--- config.mk ---
export PLATFORM = sky130hd
export DESIGN_NAME = bus_irq_timer
export DESIGN_NICKNAME = d
export VERILOG_FILES = /design/src/rtl/bus_irq_pkg.sv /design/src/rtl/irq_edge_sync.sv /design/src/rtl/bus_irq_timer.sv
export SDC_FILE = /design/constraint.sdc
export NUM_CORES = 1
export LEC_CHECK = 0
export CAP_MARGIN = 15
export CORE_MARGIN = 3
export CORE_UTILIZATION = 55
export DETAILED_ROUTE_END_ITERATION = 10
export PLACE_DENSITY = 0.8
export SLEW_MARGIN = 0
export SYNTH_ARGS = -nofsm -noshare
export SYNTH_HDL_FRONTEND = slang
export SYNTH_SLANG_ARGS = --single-unit
--- constraint.sdc ---
create_clock -name clk -period 4.3 [get_ports clk]
set_input_delay 1.075 -clock clk [delete_from_list [all_inputs] [get_ports clk]]
set_output_delay 1.075 -clock clk [all_outputs]
set_load 0.005 [all_outputs]
--- src/rtl/bus_irq_pkg.sv ---
// Shared constants for bus_irq_timer: register offsets, CTRL field positions,
// interrupt source indices and the interrupt vector encoder.
package bus_irq_pkg;

    localparam logic [2:0] OFF_TLO  = 3'd0;
    localparam logic [2:0] OFF_THI  = 3'd1;
    localparam logic [2:0] OFF_CNTL = 3'd2;
    localparam logic [2:0] OFF_CNTH = 3'd3;
    localparam logic [2:0] OFF_CTRL = 3'd4;
    localparam logic [2:0] OFF_IER  = 3'd5;
    localparam logic [2:0] OFF_IFR  = 3'd6;
    localparam logic [2:0] OFF_IVEC = 3'd7;

    localparam logic [2:0] CTRL_RUN    = 3'd0;
    localparam logic [2:0] CTRL_AUTO   = 3'd1;
    localparam logic [2:0] CTRL_PS_LSB = 3'd4;
    localparam logic [2:0] CTRL_PS_MSB = 3'd7;

    localparam int unsigned N_SRC = 32'd5;

    localparam logic [2:0] IRQ_EXT0  = 3'd0;
    localparam logic [2:0] IRQ_EXT1  = 3'd1;
    localparam logic [2:0] IRQ_EXT2  = 3'd2;
    localparam logic [2:0] IRQ_EXT3  = 3'd3;
    localparam logic [2:0] IRQ_TIMER = 3'd4;

    localparam logic [7:0] IVEC_NONE = 8'h80;

    // Highest index wins: timer first, then external lines 3 down to 0.
    function automatic logic [7:0] ivec_encode(input logic [N_SRC-1:0] pend);
        logic [7:0] vec;
        if (pend[IRQ_TIMER])     vec = {5'd0, IRQ_TIMER};
        else if (pend[IRQ_EXT3]) vec = {5'd0, IRQ_EXT3};
        else if (pend[IRQ_EXT2]) vec = {5'd0, IRQ_EXT2};
        else if (pend[IRQ_EXT1]) vec = {5'd0, IRQ_EXT1};
        else if (pend[IRQ_EXT0]) vec = {5'd0, IRQ_EXT0};
        else                     vec = IVEC_NONE;
        return vec;
    endfunction

endpackage

--- src/rtl/irq_edge_sync.sv ---
// One external interrupt line: multi-flop synchronizer followed by a
// single-cycle rising-edge pulse.
module irq_edge_sync #(
    parameter int STAGES = 2
) (
    input  logic clk,
    input  logic reset_n,
    input  logic async_in,
    output logic pulse
);

    logic [STAGES-1:0] sync_r;
    logic              prev_r;

    // Synchronizer chain plus the delayed copy used for edge detection.
    always_ff @(posedge clk or negedge reset_n) begin
        if (!reset_n) begin
            sync_r <= {STAGES{1'b0}};
            prev_r <= 1'b0;
        end else begin
            sync_r <= {sync_r[STAGES-2:0], async_in};
            prev_r <= sync_r[STAGES-1];
        end
    end

    assign pulse = sync_r[STAGES-1] & ~prev_r;

endmodule

--- src/rtl/bus_irq_timer.sv ---
// Memory-mapped 16-bit down-counter and 5-source interrupt controller on the
// 65C02 core bus. Optional prescaler enabled by BUS_IRQ_TIMER_PRESCALE_EN.
module bus_irq_timer
    import bus_irq_pkg::*;
#(
    parameter logic [15:0] BASE        = 16'hFE00,
    parameter int          N_EXT       = 4,
    parameter int          SYNC_STAGES = 2
) (
    input  logic        clk,
    input  logic        reset_n,
    input  logic [15:0] AB,
    input  logic [7:0]  DO,
    input  logic        WE,
    input  logic [3:0]  ext_irq,
    output logic [7:0]  rdata,
    output logic        rd_en,
    output logic        irq
);

`ifdef BUS_IRQ_TIMER_PRESCALE_EN
    localparam logic [7:0] CTRL_WMASK = 8'hF3;
`else
    localparam logic [7:0] CTRL_WMASK = 8'h03;
`endif

    logic [15:0] reload_r;
    logic [15:0] counter_r;
    logic [7:0]  shadow_r;
    logic [7:0]  ctrl_r;
    logic [4:0]  ier_r;
    logic [4:0]  ifr_r;

    logic        hit_s, wr_s, rd_s, thi_wr_s;
    logic [2:0]  off_s;
    logic        run_s, auto_s, tick_s;
    logic        timer_set_s, run_clr_s;
    logic [15:0] counter_nxt_s;
    logic [4:0]  ifr_nxt_s;
    logic [7:0]  ctrl_nxt_s;
    logic [7:0]  rd_data_s;
    logic [3:0]  ext_pulse_s;

    assign hit_s    = (AB[15:3] == BASE[15:3]);
    assign off_s    = AB[2:0];
    assign wr_s     = hit_s & WE;
    assign rd_s     = hit_s & ~WE;
    assign thi_wr_s = wr_s & (off_s == OFF_THI);
    assign run_s    = ctrl_r[CTRL_RUN];
    assign auto_s   = ctrl_r[CTRL_AUTO];

    for (genvar i = 0; i < 4; i++) begin : g_ext
        if (i < N_EXT) begin : g_used
            irq_edge_sync #(.STAGES(SYNC_STAGES)) u_sync (
                .clk      (clk),
                .reset_n  (reset_n),
                .async_in (ext_irq[i]),
                .pulse    (ext_pulse_s[i])
            );
        end else begin : g_tied
            assign ext_pulse_s[i] = 1'b0;
        end
    end

`ifdef BUS_IRQ_TIMER_PRESCALE_EN
    logic [7:0] prescale_r;
    logic [3:0] ps_s;
    logic [7:0] ps_mask_s;

    // Tick whenever the low PS bits of the free-running prescaler are all ones.
    always_comb begin
        ps_s      = (ctrl_r[CTRL_PS_MSB:CTRL_PS_LSB] > 4'd8) ? 4'd8
                                                             : ctrl_r[CTRL_PS_MSB:CTRL_PS_LSB];
        ps_mask_s = 8'hFF >> (4'd8 - ps_s);
        tick_s    = ((prescale_r & ps_mask_s) == ps_mask_s);
    end

    // Prescaler restarts on a reload and stays cleared while stopped.
    always_ff @(posedge clk or negedge reset_n) begin
        if (!reset_n) begin
            prescale_r <= 8'd0;
        end else if (thi_wr_s || !run_s) begin
            prescale_r <= 8'd0;
        end else begin
            prescale_r <= prescale_r + 8'd1;
        end
    end
`else
    assign tick_s = 1'b1;
`endif

    // Counter next state; a THI write overrides any expiry in the same cycle.
    always_comb begin
        counter_nxt_s = counter_r;
        timer_set_s   = 1'b0;
        run_clr_s     = 1'b0;
        if (thi_wr_s) begin
            counter_nxt_s = {DO, reload_r[7:0]};
        end else if (run_s && tick_s) begin
            if (counter_r != 16'd0) begin
                counter_nxt_s = counter_r - 16'd1;
            end else begin
                timer_set_s = 1'b1;
                if (auto_s) begin
                    counter_nxt_s = reload_r;
                end else begin
                    run_clr_s = 1'b1;
                end
            end
        end else begin
            counter_nxt_s = counter_r;
        end
    end

    // Flag and control updates: new events beat W1C, CPU CTRL write beats auto-stop.
    always_comb begin
        ifr_nxt_s  = ifr_r;
        ctrl_nxt_s = ctrl_r;
        if (wr_s && (off_s == OFF_IFR)) begin
            ifr_nxt_s = ifr_r & ~DO[4:0];
        end else begin
            ifr_nxt_s = ifr_r;
        end
        ifr_nxt_s = (ifr_nxt_s | {timer_set_s, ext_pulse_s}) & ~{thi_wr_s, 4'b0000};
        if (wr_s && (off_s == OFF_CTRL)) begin
            ctrl_nxt_s = DO & CTRL_WMASK;
        end else if (run_clr_s) begin
            ctrl_nxt_s = ctrl_r & ~(8'h01 << CTRL_RUN);
        end else begin
            ctrl_nxt_s = ctrl_r;
        end
    end

    // Read data mux for the addressed register.
    always_comb begin
        rd_data_s = 8'h00;
        case (off_s)
            OFF_TLO:  rd_data_s = reload_r[7:0];
            OFF_THI:  rd_data_s = reload_r[15:8];
            OFF_CNTL: rd_data_s = counter_r[7:0];
            OFF_CNTH: rd_data_s = shadow_r;
            OFF_CTRL: rd_data_s = ctrl_r;
            OFF_IER:  rd_data_s = {3'b000, ier_r};
            OFF_IFR:  rd_data_s = {3'b000, ifr_r};
            OFF_IVEC: rd_data_s = ivec_encode(ifr_r & ier_r);
            default:  rd_data_s = 8'h00;
        endcase
    end

    // Register file, counter, read port and interrupt output.
    always_ff @(posedge clk or negedge reset_n) begin
        if (!reset_n) begin
            reload_r  <= 16'd0;
            counter_r <= 16'd0;
            shadow_r  <= 8'd0;
            ctrl_r    <= 8'd0;
            ier_r     <= 5'd0;
            ifr_r     <= 5'd0;
            rdata     <= 8'd0;
            rd_en     <= 1'b0;
            irq       <= 1'b0;
        end else begin
            counter_r <= counter_nxt_s;
            ifr_r     <= ifr_nxt_s;
            ctrl_r    <= ctrl_nxt_s;
            irq       <= |(ifr_r & ier_r);
            if (wr_s && (off_s == OFF_TLO)) reload_r[7:0]  <= DO;
            if (thi_wr_s)                   reload_r[15:8] <= DO;
            if (wr_s && (off_s == OFF_IER)) ier_r          <= DO[4:0];
            if (rd_s && (off_s == OFF_CNTL)) shadow_r      <= counter_r[15:8];
            if (rd_s) begin
                rdata <= rd_data_s;
                rd_en <= 1'b1;
            end else begin
                rd_en <= 1'b0;
            end
        end
    end

endmodule

==> run_results.csv, run 1 <==
group,metric,value,unit
worst_setup_path,reg2reg_from,"counter_r[0]",
worst_setup_path,crit_buf_inv,1,
yosys,ys_ff_latch,74,
sta,hold_viol_final,0,
global_route,grt_overflow,0,
hold_path,worstHoldPathCells,0,
finish,finalNetCount,452,
placed_design,dpl.hpwl,6.96,mm
worst_setup_path,start_kind,"input port",
yosys,synth_edf_count,0,
yosys,synth_compound_area_frac,0.159,
routing,dr_total_vias,3167,
placed_design,dpl_cell_area,4260,um2
placed_design,placed_cells,485,
yosys,syn_area,3810,um2
floorplan,die_h,89.3,um
finish,final_common_cell,"dfrtp_1",
sta,max-slew-margin-rel,0.406,
hold_path,hold_class,"flop to flop",
finish,area_delta_synth_final,16.7,%
run,maxCapViolations,0,
worst_setup_path,cp_max_fo,17,
yosys,syn-mean-instance-area,10.0,um2
routing,drt-initial-drc-count,322,
floorplan,ios,41,
finish,diodes,0,
yosys,synthXorXnorAreaFrac,0.00230,
clocking,cts_max_level,3,
global_route,grt_max_degree,75,
floorplan,core_area,6530,um2
worst_setup_path,r2r_cells,7,
clocking,cts_root_buf,"clkbuf_8",
finish,postLayoutCellArea,4450,um2
routing,wl_per_cell,19.2,um
global_route,grt_antenna_before_repair,0,
clocking,cts_num_sinks,74,
finish,final_util,0.682,
clocking,cts.hold.buffers_added,0,
routing,drt_pre_antenna_iters,5,
power_and_ir_drop,leakage,2.00,nW
routing,routed_wl,9.62,mm
floorplan,start_util,0.584,
yosys,synth_fa_ha_area_frac,0.00656,
sta,fin_crit_sh,0.712,
clocking,clk_latency,360,ps
power_and_ir_drop,fin_total_pwr,1.47,mW
worst_setup_path,critPathSlowestCell,"or3_1",
sta,setup_viol,0,
worst_setup_path,r2r-end,"counter_r[4]",
yosys,synthSimpleGateAreaFrac,0.196,
hold_path,hold_start,"g_ext[1].g_used.u_sync.sync_r[0]",
sta,rsz0062_at_grt,"no",
global_route,grt_use_total,0.269,
yosys,async_reset_ff_frac,1.00,
clocking,clock_path_buffers,2,
yosys,synthDistinctLibCells,56,
worst_setup_path,critPathCaptureType,"flop",
worst_setup_path,ff2ff_setup_slack,1540,ps
yosys,synth_mux_area_frac,0.115,
sta,finClkSkew,6.80,ps
worst_setup_path,path_class,"input port to flop",
sta,finalCriticalPeriod,3060,ps
run_status,status,"finished clean",
worst_setup_path,max_stage_delay,580,ps
yosys,netlist_instances,380,
floorplan,die_width,89.3,um
placed_design,place_congestion,0.948,
clocking,cts_resized,0,
worst_setup_path,cp_data_required_time,4540,ps
floorplan,rows,29,
global_route,grt_pass1_wl,15.7,mm
sta,fmax,327,MHz
clocking,cts_tree,"yes",
sta,worstMarginPinSlew,891,ps
sta,final-max-slew-violation-count,0,
clocking,path_clk_slew,80,ps
clocking,postCtsSetupBuffers,0,
yosys,ys.flop_type,"dfrtp_1",
worst_setup_path,cp_data_arrival_time,3310,ps
finish,final_cell_mix,"74 x dfrtp_1, 65 x nand2_1, 39 x clkdlybuf4s50_1",
floorplan,die_area,7970,um2
yosys,seq_area_frac_synth,0.486,
power_and_ir_drop,cellPowerDensity,331,nW/um2
yosys,synth_top_family_by_area,"simple AND/OR/NAND/NOR gates",
routing,antenna_left,0,
clocking,cts_buffers,9,
sta,final.setup.tns,0,ps
worst_setup_path,worstPathCellList,"clkdlybuf4s50_1 > nor4_4 > nand4_2 > nand2b_4 > or3_1 > mux2_4",
routing,drc,0,
yosys,syn_nets,413,
yosys,ys_warn_count,0,
global_route,grt_pass1_vias,2992,
worst_setup_path,critical_path.top_delay_family,"simple AND/OR/NAND/NOR gates",
power_and_ir_drop,ir_drop,0.287,mV
routing,via_per_inst,6.32,
hold_path,holdPathEnd,"g_ext[1].g_used.u_sync.sync_r[1]",
placed_design,io_buffer_count,40,
finish,stdcell_count,501,
finish,drive_above_1_share,0.149,
-- Yosys cell counts, drive strengths merged, types with 5 or more instances --
library cell / number / area (um2)
o21ai: 46 / 245
nor2: 19 / 81.3
a22oi: 5 / 37.5
nand4: 6 / 50.0
a21oi: 19 / 95.1
nor4: 7 / 71.3
nor3: 8 / 55.1
clkbuf: 9 / 33.8
dfrtp: 74 / 1850
nand3: 11 / 55.1
mux2: 23 / 289
buf: 9 / 56.3
mux2i: 8 / 80.1
nand2: 66 / 255
and4: 5 / 43.8
inv: 11 / 41.3
-- power by group --
group | leakage, nW | switching, mW | internal, mW
combinational | 0.965 | 0.0893 | 0.0787
clock | 0.0936 | 0.273 | 0.246
sequential | 0.945 | 0.0580 | 0.727
-- cells by family (layout without fill, tap and decap cells) --
| group | count (synthesis) | count (layout) |
|---|---|---|
| multiplexers | 34 | 34 |
| flip-flops | 74 | 74 |
| buffers and inverters | 30 | 74 |
| AND/OR/NAND/NOR | 141 | 141 |
| XOR/XNOR | 1 | 1 |
| adder cells (fa/ha/maj) | 2 | 2 |
| AO/OA/AOI/OAI | 98 | 98 |
-- how the worst max path moves through the flow --
| stage | startpoint | endpoint | slack (ps) | cells after the start |
|---|---|---|---|---|
| floorplan | AB[4] | shadow_r[0] | 1700 | 6 |
| global placement | AB[4] | shadow_r[6] | 930 | 6 |
| detailed placement | AB[4] | shadow_r[1] | 870 | 6 |
| CTS | AB[4] | shadow_r[1] | 1250 | 6 |
| global route | AB[4] | counter_r[11] | 1130 | 7 |
| finish | AB[4] | shadow_r[7] | 1240 | 6 |
-- cell type report --
cell class,instances,area (um2)
Clock inverter,4,33.8
Sequential cell,74,1850
Timing Repair Buffer,46,443
Clock buffer,12,155
Inverter,12,45.0
Fill cell,538,2080
Tap cell,77,96.3
Multi-Input combinational cell,276,1830
-- metrics by stage --
stage / hold WS [ps] / setup slack, ps
final: 350 / 1240
after global routing: 360 / 1130
after CTS: 353 / 1250
after detailed placement: 335 / 866
after global placement: 332 / 934
after floorplan: 331 / 1700
-- sequential cells by signal (all words and copies together), names as in the netlist --
| name | count |
|---|---|
| counter_r | 16 |
| ctrl_r | 2 |
| g_ext.g_used.u_sync.prev_r | 4 |
| g_ext.g_used.u_sync.sync_r | 8 |
| ier_r | 5 |
| ifr_r | 5 |
| irq | 1 |
| rd_en | 1 |
| rdata | 8 |
| reload_r | 16 |
| shadow_r | 8 |
-- metal layers --
metal	global-route usage	routed length, um	part of all wire	vias to the layer above
met5	0	0	0	-
met4	0.0947	267	0.028	0
met3	0.0783	894	0.093	28
met2	0.406	4440	0.46	192
met1	0.372	4010	0.42	1489
li1	-	-	-	1458
(Power assumes the default switching activity.)
==> run 2, diff against run 1 <==
--- a/config.mk
+++ b/config.mk
@@ -7,9 +7,9 @@
 export LEC_CHECK = 0
 export CAP_MARGIN = 15
 export CORE_MARGIN = 3
-export CORE_UTILIZATION = 55
+export CORE_UTILIZATION = 51
 export DETAILED_ROUTE_END_ITERATION = 10
-export PLACE_DENSITY = 0.8
+export PLACE_DENSITY = 0.78
 export SLEW_MARGIN = 0
 export SYNTH_ARGS = -nofsm -noshare
 export SYNTH_HDL_FRONTEND = slang
==> constraint.sdc (replaced) <==
create_clock -name clk -period 2.8 [get_ports clk]
set_input_delay 0.7 -clock clk [delete_from_list [all_inputs] [get_ports clk]]
set_output_delay 0.7 -clock clk [all_outputs]
set_load 0.005 [all_outputs]
==> run 2 against run 1 <==
Against the previous run:
- critical path depth is the same
- worst setup slack worse by 940 ps
- clock skew shrank 0.58 ps
- sequential power grew 53%
==> run_results.csv, run 2 (same netlist as run 1, synthesis figures left out) <==
group,metric,value,unit
finish,final_common_cell,"dfrtp_1",
sta,setup_viol,0,
run_status,status,"finished clean",
floorplan,ios,41,
routing,wl_per_cell,18.5,um
routing,drt-initial-drc-count,291,
sta,rsz0062_at_grt,"no",
floorplan,core_area,7020,um2
clocking,clk_latency,350,ps
clocking,cts_max_level,3,
global_route,grt_pass1_vias,3108,
finish,final_util,0.655,
finish,drive_above_1_share,0.186,
run,maxCapViolations,0,
global_route,grt_pass1_wl,16.2,mm
clocking,cts_tree,"yes",
routing,via_per_inst,6.01,
sta,hold_viol_final,0,
floorplan,die_width,92.5,um
placed_design,dpl.hpwl,7.52,mm
power_and_ir_drop,ir_drop,0.312,mV
finish,postLayoutCellArea,4590,um2
floorplan,start_util,0.543,
finish,reg_top3,"counter_r: 16 flops, reload_r: 16 flops",
sta,worstMarginPinSlew,527,ps
finish,final_cell_mix,"74 x dfrtp_1, 65 x nand2_1, 39 x clkdlybuf4s50_1",
routing,routed_wl,9.95,mm
global_route,grt_antenna_before_repair,0,
clocking,cts_root_buf,"clkbuf_8",
worst_setup_path,start_kind,"input port",
worst_setup_path,path_class,"input port to flop",
clocking,cts_num_sinks,74,
hold_path,hold_class,"input port to async pin",
sta,fin_crit_sh,0.894,
sta,max-slew-margin-rel,0.646,
finish,area_delta_synth_final,20.5,%
floorplan,rows,30,
sta,finClkSkew,6.22,ps
placed_design,io_buffer_count,40,
worst_setup_path,cp_max_fo,8,
clocking,cts.hold.buffers_added,0,
floorplan,die_h,92.5,um
floorplan,die_area,8550,um2
worst_setup_path,critical_path.top_delay_family,"simple AND/OR/NAND/NOR gates",
global_route,grt_use_total,0.246,
placed_design,dpl_cell_area,4410,um2
power_and_ir_drop,leakage,2.08,nW
worst_setup_path,critPathCaptureType,"flop",
worst_setup_path,cp_data_required_time,3040,ps
worst_setup_path,cp_data_arrival_time,2750,ps
clocking,cts_buffers,9,
routing,drt_pre_antenna_iters,5,
sta,holdWs,298,ps
worst_setup_path,worstPathCellList,"clkdlybuf4s50_1 > nor4_4 > nand4_2 > nand2b_4 > or3_1 > mux2_4",
routing,drc,0,
global_route,grt_max_degree,30,
routing,antenna_left,0,
clocking,clock_path_buffers,2,
global_route,grt_overflow,0,
sta,fmax,399,MHz
placed_design,place_congestion,0.974,
routing,dr_total_vias,3230,
power_and_ir_drop,cellPowerDensity,486,nW/um2
clocking,path_clk_slew,80,ps
finish,finalNetCount,469,
sta,final-max-slew-violation-count,0,
sta,finalCriticalPeriod,2500,ps
finish,diodes,0,
worst_setup_path,crit_buf_inv,1,
worst_setup_path,critPathSlowestCell,"or3_1",
worst_setup_path,max_stage_delay,520,ps
[run 2: cell types whose count changed in the layout (fill, tap and decap cells not counted), sizes merged]
| cell | delta |
|---|---|
| buf | +17 |
| clkbuf | -3 |
| clkinv | +3 |
[run 2: what timing repair did]
item | CTS | global route
endpoints found under the setup margin | 0 | 1
resized for setup | 0 | 1
setup buffers | 0 | 0
[run 2: through the flow]
stage	setup WS, ps	power (mW)	std cells	setup TNS, ps
final	295	2.23	537	0
after global routing	193	2.33	537	0
after CTS	209	2.24	537	0
after detailed placement	-82.3	1.49	521	-605
after global placement	-18.1	1.48	521	-140
after floorplan	573	1.36	380	0
[run 2: final timing paths]
path | startpoint | to | slack (ps) | cells past startpoint
worst max-delay path | AB[4] | shadow_r[2] | 300 | 6
worst min-delay path | reset_n | g_ext[2].g_used.u_sync.sync_r[0] | 300 | 1
worst max register to register | counter_r[0] | counter_r[3] | 300 | 8
worst min register to register | g_ext[0].g_used.u_sync.sync_r[0] | g_ext[0].g_used.u_sync.sync_r[1] | 360 | 0
max in group asynchronous | reset_n | counter_r[8] | 1740 | 2
min in group clk | g_ext[0].g_used.u_sync.sync_r[0] | g_ext[0].g_used.u_sync.sync_r[1] | 360 | 0
[run 2: area by class of cell]
cell class              count  area, um2
clock inverters             7       52.6
inverters                  12       45.0
multi-input cells         276       1830
fillers                   594       2420
clock buffers               9        124
well taps                  96        120
repair buffers             63        568
flip-flops and latches     74       1850
[run 2: metal layers]
| metal | up-vias | share of wire | global-route usage |
|---|---|---|---|
| li1 | 1491 | - | - |
| met1 | 1582 | 0.43 | 0.350 |
| met2 | 136 | 0.46 | 0.379 |
| met3 | 21 | 0.079 | 0.0357 |
| met4 | 0 | 0.022 | 0.0978 |
| met5 | - | 0 | 0 |
[run 2: power by group]
group | internal [mW] | switching, mW | leakage (nW)
Sequential | 1.12 | 0.0891 | 0.945
Combinational | 0.131 | 0.139 | 1.04
Clock | 0.327 | 0.432 | 0.0900
Total | 1.57 | 0.660 | 2.08
==> run 3, diff against run 2 <==
--- a/config.mk
+++ b/config.mk
@@ -5,6 +5,7 @@
 export SDC_FILE = /design/constraint.sdc
 export NUM_CORES = 1
 export LEC_CHECK = 0
+export ABC_AREA = 0
 export CAP_MARGIN = 15
 export CORE_MARGIN = 3
 export CORE_UTILIZATION = 51
==> results of run 3 <==
Final layout, timing and power as in run 2 (identical DEF).
